File: config.mk
export PLATFORM = sky130hd
export DESIGN_NAME = wb_arbiter_flat
export DESIGN_NICKNAME = d
export VERILOG_FILES = /design/src/rtl/wb_arbiter_if.sv /design/src/rtl/wb_arbiter.sv /design/src/flat_wrapper.sv
export SDC_FILE = /design/constraint.sdc
export NUM_CORES = 1
export LEC_CHECK = 0
export ABC_AREA = 1
export CORE_MARGIN = 3
export CORE_UTILIZATION = 46
export DETAILED_ROUTE_END_ITERATION = 16
export GPL_TIMING_DRIVEN = 0
export HOLD_SLACK_MARGIN = 0.06
export PLACE_DENSITY = 0.91
export SYNTH_ARGS = -nofsm -noshare
export SYNTH_HDL_FRONTEND = slang
export SYNTH_SLANG_ARGS = --single-unit
export TNS_END_PERCENT = 30
File: constraint.sdc
create_clock -name clk -period 2.6 [get_ports clk]
set_clock_uncertainty 0.2 [all_clocks]
set_input_delay 0.26 -clock clk [delete_from_list [all_inputs] [get_ports clk]]
set_output_delay 0.26 -clock clk [all_outputs]
set_load 0.02 [all_outputs]
File: src/rtl/wb_arbiter_if.sv
// Write-back bus bundle for wb_arbiter: ALU/LSU valid/ready requests, issue
// and decode-operand inputs, hazard outputs and the register-file write port.
// Optional macro WB_BYPASS_EN adds the fwd_rs1/fwd_rs2 forwarding outputs.
interface wb_arbiter_if #(
  parameter int DATA_W = 32,
  parameter int ADDR_W = 5
);
  logic              alu_valid;
  logic              alu_ready;
  logic [ADDR_W-1:0] alu_rd;
  logic [DATA_W-1:0] alu_data;
  logic              lsu_valid;
  logic              lsu_ready;
  logic [ADDR_W-1:0] lsu_rd;
  logic [DATA_W-1:0] lsu_data;
  logic              iss_valid;
  logic [ADDR_W-1:0] iss_rd;
  logic [ADDR_W-1:0] rs1;
  logic [ADDR_W-1:0] rs2;
  logic              haz_rs1;
  logic              haz_rs2;
  logic              rf_we;
  logic [ADDR_W-1:0] rf_waddr;
  logic [DATA_W-1:0] rf_wdata;
`ifdef WB_BYPASS_EN
  logic [DATA_W-1:0] fwd_rs1;
  logic [DATA_W-1:0] fwd_rs2;
`endif

  // Arbiter side
  modport slave (
    input  alu_valid, alu_rd, alu_data,
    input  lsu_valid, lsu_rd, lsu_data,
    input  iss_valid, iss_rd, rs1, rs2,
    output alu_ready, lsu_ready, haz_rs1, haz_rs2,
    output rf_we, rf_waddr, rf_wdata
`ifdef WB_BYPASS_EN
    , output fwd_rs1, fwd_rs2
`endif
  );

  // Requester / pipeline side
  modport master (
    output alu_valid, alu_rd, alu_data,
    output lsu_valid, lsu_rd, lsu_data,
    output iss_valid, iss_rd, rs1, rs2,
    input  alu_ready, lsu_ready, haz_rs1, haz_rs2,
    input  rf_we, rf_waddr, rf_wdata
`ifdef WB_BYPASS_EN
    , input fwd_rs1, fwd_rs2
`endif
  );
endinterface

File: src/rtl/wb_arbiter.sv
// Write-back controller: round-robin shares the single register-file write
// port between ALU and LSU, drives it from registers, and tracks pending
// destination writes to flag RAW hazards on the decode source operands.
// Optional macro WB_BYPASS_EN: forwards the in-flight write data to decode.
module wb_arbiter #(
  parameter int DATA_W = 32,
  parameter int ADDR_W = 5
) (
  input  logic         clk,
  input  logic         areset,
  wb_arbiter_if.slave  bus
);
  localparam int NREG = 2 ** ADDR_W;

  typedef enum logic {SRC_ALU, SRC_LSU} src_e;

  src_e              rr_last;
  logic              alu_gnt;
  logic              lsu_gnt;
  logic              alu_hs;
  logic              lsu_hs;
  logic              we_q;
  logic [ADDR_W-1:0] waddr_q;
  logic [DATA_W-1:0] wdata_q;
  logic [NREG-1:0]   pending;
  logic [NREG-1:0]   pending_nxt;
  logic              haz1;
  logic              haz2;

  // Round-robin grant: a lone requester always wins, on contention the one
  // not granted last time wins.
  always_comb begin
    alu_gnt = 1'b0;
    lsu_gnt = 1'b0;
    if (bus.alu_valid && bus.lsu_valid) begin
      if (rr_last == SRC_LSU) alu_gnt = 1'b1;
      else                    lsu_gnt = 1'b1;
    end else begin
      alu_gnt = bus.alu_valid;
      lsu_gnt = bus.lsu_valid;
    end
  end

  assign alu_hs        = bus.alu_valid & alu_gnt;
  assign lsu_hs        = bus.lsu_valid & lsu_gnt;
  assign bus.alu_ready = alu_gnt;
  assign bus.lsu_ready = lsu_gnt;

  // Registered write port and round-robin pointer; x0 targets are accepted
  // but never produce a write strobe.
  always_ff @(posedge clk or posedge areset) begin
    if (areset) begin
      we_q    <= 1'b0;
      waddr_q <= '0;
      wdata_q <= '0;
      rr_last <= SRC_LSU;
    end else begin
      we_q <= 1'b0;
      if (alu_hs) begin
        rr_last <= SRC_ALU;
        if (bus.alu_rd != '0) begin
          we_q    <= 1'b1;
          waddr_q <= bus.alu_rd;
          wdata_q <= bus.alu_data;
        end
      end else if (lsu_hs) begin
        rr_last <= SRC_LSU;
        if (bus.lsu_rd != '0) begin
          we_q    <= 1'b1;
          waddr_q <= bus.lsu_rd;
          wdata_q <= bus.lsu_data;
        end
      end
    end
  end

  assign bus.rf_we    = we_q;
  assign bus.rf_waddr = waddr_q;
  assign bus.rf_wdata = wdata_q;

  // Scoreboard update: commit clears first so a same-edge issue of the same
  // register leaves it pending (the newer producer is still outstanding).
  always_comb begin
    pending_nxt = pending;
    if (we_q) pending_nxt[waddr_q] = 1'b0;
    if (bus.iss_valid && (bus.iss_rd != '0)) pending_nxt[bus.iss_rd] = 1'b1;
    pending_nxt[0] = 1'b0;
  end

  // Scoreboard register
  always_ff @(posedge clk or posedge areset) begin
    if (areset) pending <= '0;
    else        pending <= pending_nxt;
  end

  // Hazard (and optional forwarding) lookup for the decode operands.
  always_comb begin
    haz1 = pending[bus.rs1];
    haz2 = pending[bus.rs2];
`ifdef WB_BYPASS_EN
    bus.fwd_rs1 = '0;
    bus.fwd_rs2 = '0;
    if (we_q && (waddr_q == bus.rs1) && (bus.rs1 != '0)) begin
      haz1        = 1'b0;
      bus.fwd_rs1 = wdata_q;
    end
    if (we_q && (waddr_q == bus.rs2) && (bus.rs2 != '0)) begin
      haz2        = 1'b0;
      bus.fwd_rs2 = wdata_q;
    end
`endif
  end

  assign bus.haz_rs1 = haz1;
  assign bus.haz_rs2 = haz2;
endmodule

File: src/flat_wrapper.sv
// flat-port wrapper written by rule: the top's interface ports become plain ports
module wb_arbiter_flat 
#(
  parameter int DATA_W = 32,
  parameter int ADDR_W = 5
)
  (clk, areset, bus_alu_valid, bus_alu_rd, bus_alu_data, bus_lsu_valid, bus_lsu_rd, bus_lsu_data, bus_iss_valid, bus_iss_rd, bus_rs1, bus_rs2, bus_alu_ready, bus_lsu_ready, bus_haz_rs1, bus_haz_rs2, bus_rf_we, bus_rf_waddr, bus_rf_wdata);
  wb_arbiter_if #(.DATA_W(DATA_W), .ADDR_W(ADDR_W)) bus_i ();
  input  logic clk;
  input  logic areset;
  input wire logic [$bits(bus_i.alu_valid)-1:0] bus_alu_valid;
  input wire logic [$bits(bus_i.alu_rd)-1:0] bus_alu_rd;
  input wire logic [$bits(bus_i.alu_data)-1:0] bus_alu_data;
  input wire logic [$bits(bus_i.lsu_valid)-1:0] bus_lsu_valid;
  input wire logic [$bits(bus_i.lsu_rd)-1:0] bus_lsu_rd;
  input wire logic [$bits(bus_i.lsu_data)-1:0] bus_lsu_data;
  input wire logic [$bits(bus_i.iss_valid)-1:0] bus_iss_valid;
  input wire logic [$bits(bus_i.iss_rd)-1:0] bus_iss_rd;
  input wire logic [$bits(bus_i.rs1)-1:0] bus_rs1;
  input wire logic [$bits(bus_i.rs2)-1:0] bus_rs2;
  output wire logic [$bits(bus_i.alu_ready)-1:0] bus_alu_ready;
  output wire logic [$bits(bus_i.lsu_ready)-1:0] bus_lsu_ready;
  output wire logic [$bits(bus_i.haz_rs1)-1:0] bus_haz_rs1;
  output wire logic [$bits(bus_i.haz_rs2)-1:0] bus_haz_rs2;
  output wire logic [$bits(bus_i.rf_we)-1:0] bus_rf_we;
  output wire logic [$bits(bus_i.rf_waddr)-1:0] bus_rf_waddr;
  output wire logic [$bits(bus_i.rf_wdata)-1:0] bus_rf_wdata;
  assign bus_i.alu_valid = bus_alu_valid;
  assign bus_i.alu_rd = bus_alu_rd;
  assign bus_i.alu_data = bus_alu_data;
  assign bus_i.lsu_valid = bus_lsu_valid;
  assign bus_i.lsu_rd = bus_lsu_rd;
  assign bus_i.lsu_data = bus_lsu_data;
  assign bus_i.iss_valid = bus_iss_valid;
  assign bus_i.iss_rd = bus_iss_rd;
  assign bus_i.rs1 = bus_rs1;
  assign bus_i.rs2 = bus_rs2;
  assign bus_alu_ready = bus_i.alu_ready;
  assign bus_lsu_ready = bus_i.lsu_ready;
  assign bus_haz_rs1 = bus_i.haz_rs1;
  assign bus_haz_rs2 = bus_i.haz_rs2;
  assign bus_rf_we = bus_i.rf_we;
  assign bus_rf_waddr = bus_i.rf_waddr;
  assign bus_rf_wdata = bus_i.rf_wdata;
  wb_arbiter #(.DATA_W(DATA_W), .ADDR_W(ADDR_W)) u_core (.clk(clk), .areset(areset), .bus(bus_i));
endmodule
Yosys cells after proc, flatten, opt, wreduce, memory -nomap -nowiden

Index checks and enable logic that the tools add are counted.

$lt $le $gt $ge: 6
Equality and inequality tests: 1
Muxes and demuxes: 28
Bitwise gates (word level): 5
Reduce and logical (&&, ||, !) cells: 10

Operators with widths:

| kind               | count |
|---|---|
| $mux 32            | 6 |
| $and 32x32->32     | 1 |
| $not 32->32        | 1 |
| $or 32x32->32      | 1 |
| $lt 5x6->1 const B | 4 |
| $mux 5             | 4 |
| $reduce_bool 5->1  | 3 |
| $mux 1             | 14 |
| $bmux 1 s5         | 2 |
| $demux 1 s5        | 2 |
| $ge 5x1->1 const B | 2 |
| $logic_and 1x1->1  | 4 |
| $reduce_bool 2->1  | 2 |
| $reduce_and 3->1   | 1 |
| $and 1x1->1        | 2 |
| $ne 2x2->1 const B | 1 |

Register bits: 70
Output and inout port bits: 42

Depth between registers and ports, before layout

Depth in word-level cells: 9
Depth in mapped cells: 11
Mapped depth without buffers: 9

Worst setup path before layout

OpenSTA, ideal clock, no wires.

Path kind: register -> register
Start point: register u_core.rr_last
End point: register u_core.waddr_q[4], in the netlist u_core.bus.rf_waddr[4]
Setup time: 121 ps
Arrival time: 1280 ps
Data required time: 2279 ps
Slack: 999 ps
Stages on the path, launching flop included: 11
Path buffers: 1
Clock period less this slack: 1601 ps
Cells stage by stage: dfstp_2 inv_1 nand2_1 nand2_2 inv_4 nor2_4 nand2_4 nand2_4 buf_6 nand2_1 o21ai_2

Longest elaborated chain between the ends: 5

RTL lines:

| what                               | line               | RTL |
|---|---|---|
| start: declaration                 | wb_arbiter.sv:17   | `src_e rr_last;` |
| start signal: assignment           | wb_arbiter.sv:56   | `rr_last <= SRC_LSU;` |
| start signal: assignment           | wb_arbiter.sv:60   | `rr_last <= SRC_ALU;` |
| start signal: assignment           | wb_arbiter.sv:67   | `rr_last <= SRC_LSU;` |
| $mux 1                             | wb_arbiter.sv:36   | `if (rr_last == SRC_LSU) alu_gnt = 1'b1;` |
| $mux 1                             | wb_arbiter.sv:35   | `if (bus.alu_valid && bus.lsu_valid) begin` |
| net bus_lsu_ready                  | flat_wrapper.sv:22 | `output wire logic [$bits(bus_i.lsu_ready)-1:0] bus_lsu_ready;` |
| $and 1x1->1                        | wb_arbiter.sv:45   | `assign lsu_hs = bus.lsu_valid & lsu_gnt;` |
| $reduce_bool 2->1 (no source line) | n/a                |  |
| $reduce_and 3->1 (no source line)  | n/a                |  |
| end signal: assignment             | wb_arbiter.sv:63   | `waddr_q <= bus.alu_rd;` |
| end signal: assignment             | wb_arbiter.sv:70   | `waddr_q <= bus.lsu_rd;` |
| end: declaration                   | wb_arbiter.sv:23   | `logic [ADDR_W-1:0] waddr_q;` |

The timed path passes the listed nets, and every way through them passes these cells.
A chain may end at the register's enable or synchronous reset.

Worst setup path in the final report

Start point: input port bus_rs2[2]
End point: output port bus_haz_rs2

Longest elaborated chain between the ends: 2

RTL lines:

| what                         | line               | RTL |
|---|---|---|
| start: declaration           | flat_wrapper.sv:20 | `input wire logic [$bits(bus_i.rs2)-1:0] bus_rs2;` |
| $bmux 1 s5                   | wb_arbiter.sv:99   | `haz2 = pending[bus.rs2];` |
| $mux 1 (not written as such) | wb_arbiter.sv:99   |  |
| end: declaration             | flat_wrapper.sv:24 | `output wire logic [$bits(bus_i.haz_rs2)-1:0] bus_haz_rs2;` |

Every way passes these cells. The select of a mux whose other input is x is not followed.

==> impl_metrics.py <==
metrics = {
    "logic_synthesis": {
        "yosys_warnings": 0,
        "synth_top_family_by_area": "simple AND/OR/NAND/NOR gates",
        "synth_compound_area_frac": 0.0964,
        "synth-xor-area-share": 0,
        "netlist_instances": 571,
        "synth_fa_ha_area_frac": 0,
        "yosys.area_share.simple": 0.390,
        "syn_area_um2": 3960,
        "synthMuxAreaShare": 0,
        "ys_ff_latch": 70,
        "yosysSeqAreaShare": 0.443,
        "syn-num-nets": 665,
        "yosysUniqueCellTypes": 19,
        "postSynthAreaPerCell_um2": 6.93,
    },
    "setup_path": {
        "cp-startpoint": "bus_rs2[2]",
        "endpoint_kind": "output pin",
        "endpoint": "bus_haz_rs2",
        "regToRegSetupSlack_ps": 830,
        "worstPathArrival_ps": 1940,
        "worstSetupPathType": "in -> out",
        "cp.required_ps": 2140,
        "r2r_cells": 9,
        "path_max_fanout": 5,
        "crit_chain": "clkdlybuf4s50_1, inv_1, nand3_1, nand2_1, nand2_1, nand2_1, nand2_1, nand2_1, clkdlybuf4s50_1",
        "startpoint_type": "input port",
        "crit_slowest_cell": "clkdlybuf4s50_1",
        "crit_buf_inv": 3,
        "cpPeakStageDelay_ps": 590,
        "crit_path_frequent_cell": "nand2_1",
        "path_depth": 9,
        "cpLargestDelayFamily": "buffers and inverters",
        "rr_startpoint": "u_core.rr_last",
        "r2r_end": "u_core.bus.rf_wdata[14]",
    },
    "power": {
        "powerDensity_nw_per_um2": 719,
        "p_total_mw": 4.04,
        "leakagePower_nw": 2.76,
        "peakVddDrop_mv": 0.339,
    },
    "cells_and_area": {
        "synthToLayoutAreaGrowth_pct": 42.1,
        "layout.cells.non_filler": 824,
        "insertedDiodeCount": 0,
        "drive_gt1_frac": 0.0682,
        "post-route-util": 0.678,
        "finalInstanceArea_um2": 5630,
        "final_nets": 808,
        "fill_cells": 637,
    },
    "clock_network": {
        "clkLatencyLatePin_ps": 330,
        "clk_pin_slew_worst_paths_ps": 70,
        "htreeDepth": 3,
        "cts_tree": "yes",
        "hold_buffers": 0,
        "clock-sinks": 70,
        "clockBufferDepth": 2,
        "cts-root-buf": "clkbuf_8",
        "cts_made_buffers": 9,
    },
    "global_routing": {
        "grt-ovfl-total": 0,
        "grt_first_pass_wirelength_um": 19800,
        "grt_pass1_vias": 4304,
        "grt_max_degree": 41,
        "grtUsageTotal": 0.249,
        "antenna_found_initial": 0,
    },
    "route": {
        "detail_route.vias_per_cell": 5.46,
        "first_pass_iters": 6,
        "drcViolationCount": 0,
        "maxUsedRoutingLayer": "met4",
        "wl_met3_um": 1200,
        "wire_per_inst_um": 14.8,
        "ant_nets": 0,
        "wl_met2_um": 6040,
        "drt-initial-drc-count": 378,
        "wl_um": 12200,
        "via_count": 4495,
        "wirelength_met1_um": 4660,
    },
    "timing": {
        "finalCritPeriodShare": 0.922,
        "fin_ws_ps": 204,
        "rsz0062_at_grt": "false",
        "tightest_slew_ps": 649,
        "setup-violations-final": 0,
        "slew-limit-headroom": 0.567,
        "max_freq_ghz": 0.417,
        "finalHoldViolCount": 0,
        "tns_ps": 0,
        "slew_viol_final": 0,
        "period_needed_ps": 2400,
        "holdWs_ps": 140,
    },
    "placed_design": {
        "dpl_worst_slack_ps": 217,
        "dp_cells": 808,
        "port_buffers": 131,
        "gp_congestion": 0.933,
        "dp_hpwl_um": 9540,
        "placedInstanceArea_um2": 5420,
    },
    "flow_run": {
        "max_cap_viol_count": 0,
    },
    "worst_hold_path": {
        "hold_path.class": "in -> async",
    },
    "die": {
        "dieWidth_um": 98.8,
        "initial_core_util": 0.477,
        "rows": 33,
        "core_area_um2": 8300,
        "ios": 136,
        "die_height_um": 98.8,
        "die-area_um2": 9760,
    },
    "status": {
        "outcome": "finished, final reports clean",
    },
}
-- cells in the final DEF, fill, tap and decap left out, drive strengths merged --
| cell type | synthesis | routed |
|---|---|---|
| clkinvlp | 0 | 1 |
| nand2 | 256 | 256 |
| dfrtp | 69 | 69 |
| inv | 34 | 34 |
| nand3 | 107 | 107 |
| buf | 22 | 23 |
| bufinv | 0 | 1 |
| nand4 | 1 | 1 |
| clkdlybuf4s50 | 0 | 130 |
| clkbuf | 3 | 16 |
| clkinv | 0 | 1 |
| nor2 | 4 | 4 |
| o21ai | 74 | 74 |
| dlymetal6s2s | 0 | 1 |
| dfstp | 1 | 1 |
-- worst reg2reg max path, delay by kind of cell, from the launching register on --
kind,cells,cell delay [ps]
buffers and inverters,3,420
DFF,1,520
and+or+nand+nor,6,590
-- per-layer routing --
layer,vias to the layer above,GRT usage
met1,2051,0.295
met4,0,0.0966
met2,270,0.425
met3,30,0.0715
li1,2144,-
met5,-,0
-- timing repair --
action / in CTS / in global routing
gates resized for setup: 0 / 1
endpoints found under the setup margin: 0 / 1
setup buffers: 0 / 0
-- registers in the layout (all words and copies together), names as in the netlist --
signal / flops
u_core.pending: 31
u_core.bus.rf_waddr: 5
u_core.bus.rf_we: 1
u_core.bus.rf_wdata: 32
u_core.rr_last: 1
-- where the power goes --
group	switching, mW	internal (mW)
combinational	0.800	0.635
clock	0.388	0.495
sequential	0.289	1.43
total	1.48	2.56
-- cell usage after synthesis, drive strengths merged --
cell / count / area, um2
o21ai: 74 / 382
nand2: 256 / 978
dfrtp: 69 / 1730
buf: 22 / 140
nor2: 4 / 22.5
nand3: 107 / 536
dfstp: 1 / 26.3
clkbuf: 3 / 11.3
inv: 34 / 130
nand4: 1 / 6.26
-- worst min-delay path by stage --
stage | start | to | slack [ps] | cells past startpoint
2_1_floorplan | bus_alu_valid | u_core.rr_last | 130 | 1
3_3_place_gp | u_core.rr_last | u_core.rr_last | 270 | 2
3_5_place_dp | u_core.rr_last | u_core.rr_last | 280 | 2
4_1_cts | areset | u_core.bus.rf_wdata[30] | 160 | 2
5_1_grt | areset | u_core.bus.rf_wdata[27] | 190 | 2
6_report | areset | u_core.bus.rf_wdata[27] | 140 | 2
-- final cells by class --
cell class	count	area, um2	share of cell area
multi-input combinational	442	1920	0.342
sequential	70	1750	0.312
timing repair buffer	132	1330	0.237
clock buffer	13	159	0.0282
buffer	25	151	0.0269
tap	105	131	0.0234
inverter	34	130	0.0231
clock inverter	3	42.5	0.00756
-- cell families (layout without fill, tap and decap cells) --
family          Yosys count  in the layout
compound gates           74             74
buf+inv                  59            207
flops                    70             70
simple gates            368            368
No activity file was read; power rests on OpenSTA's default activity.
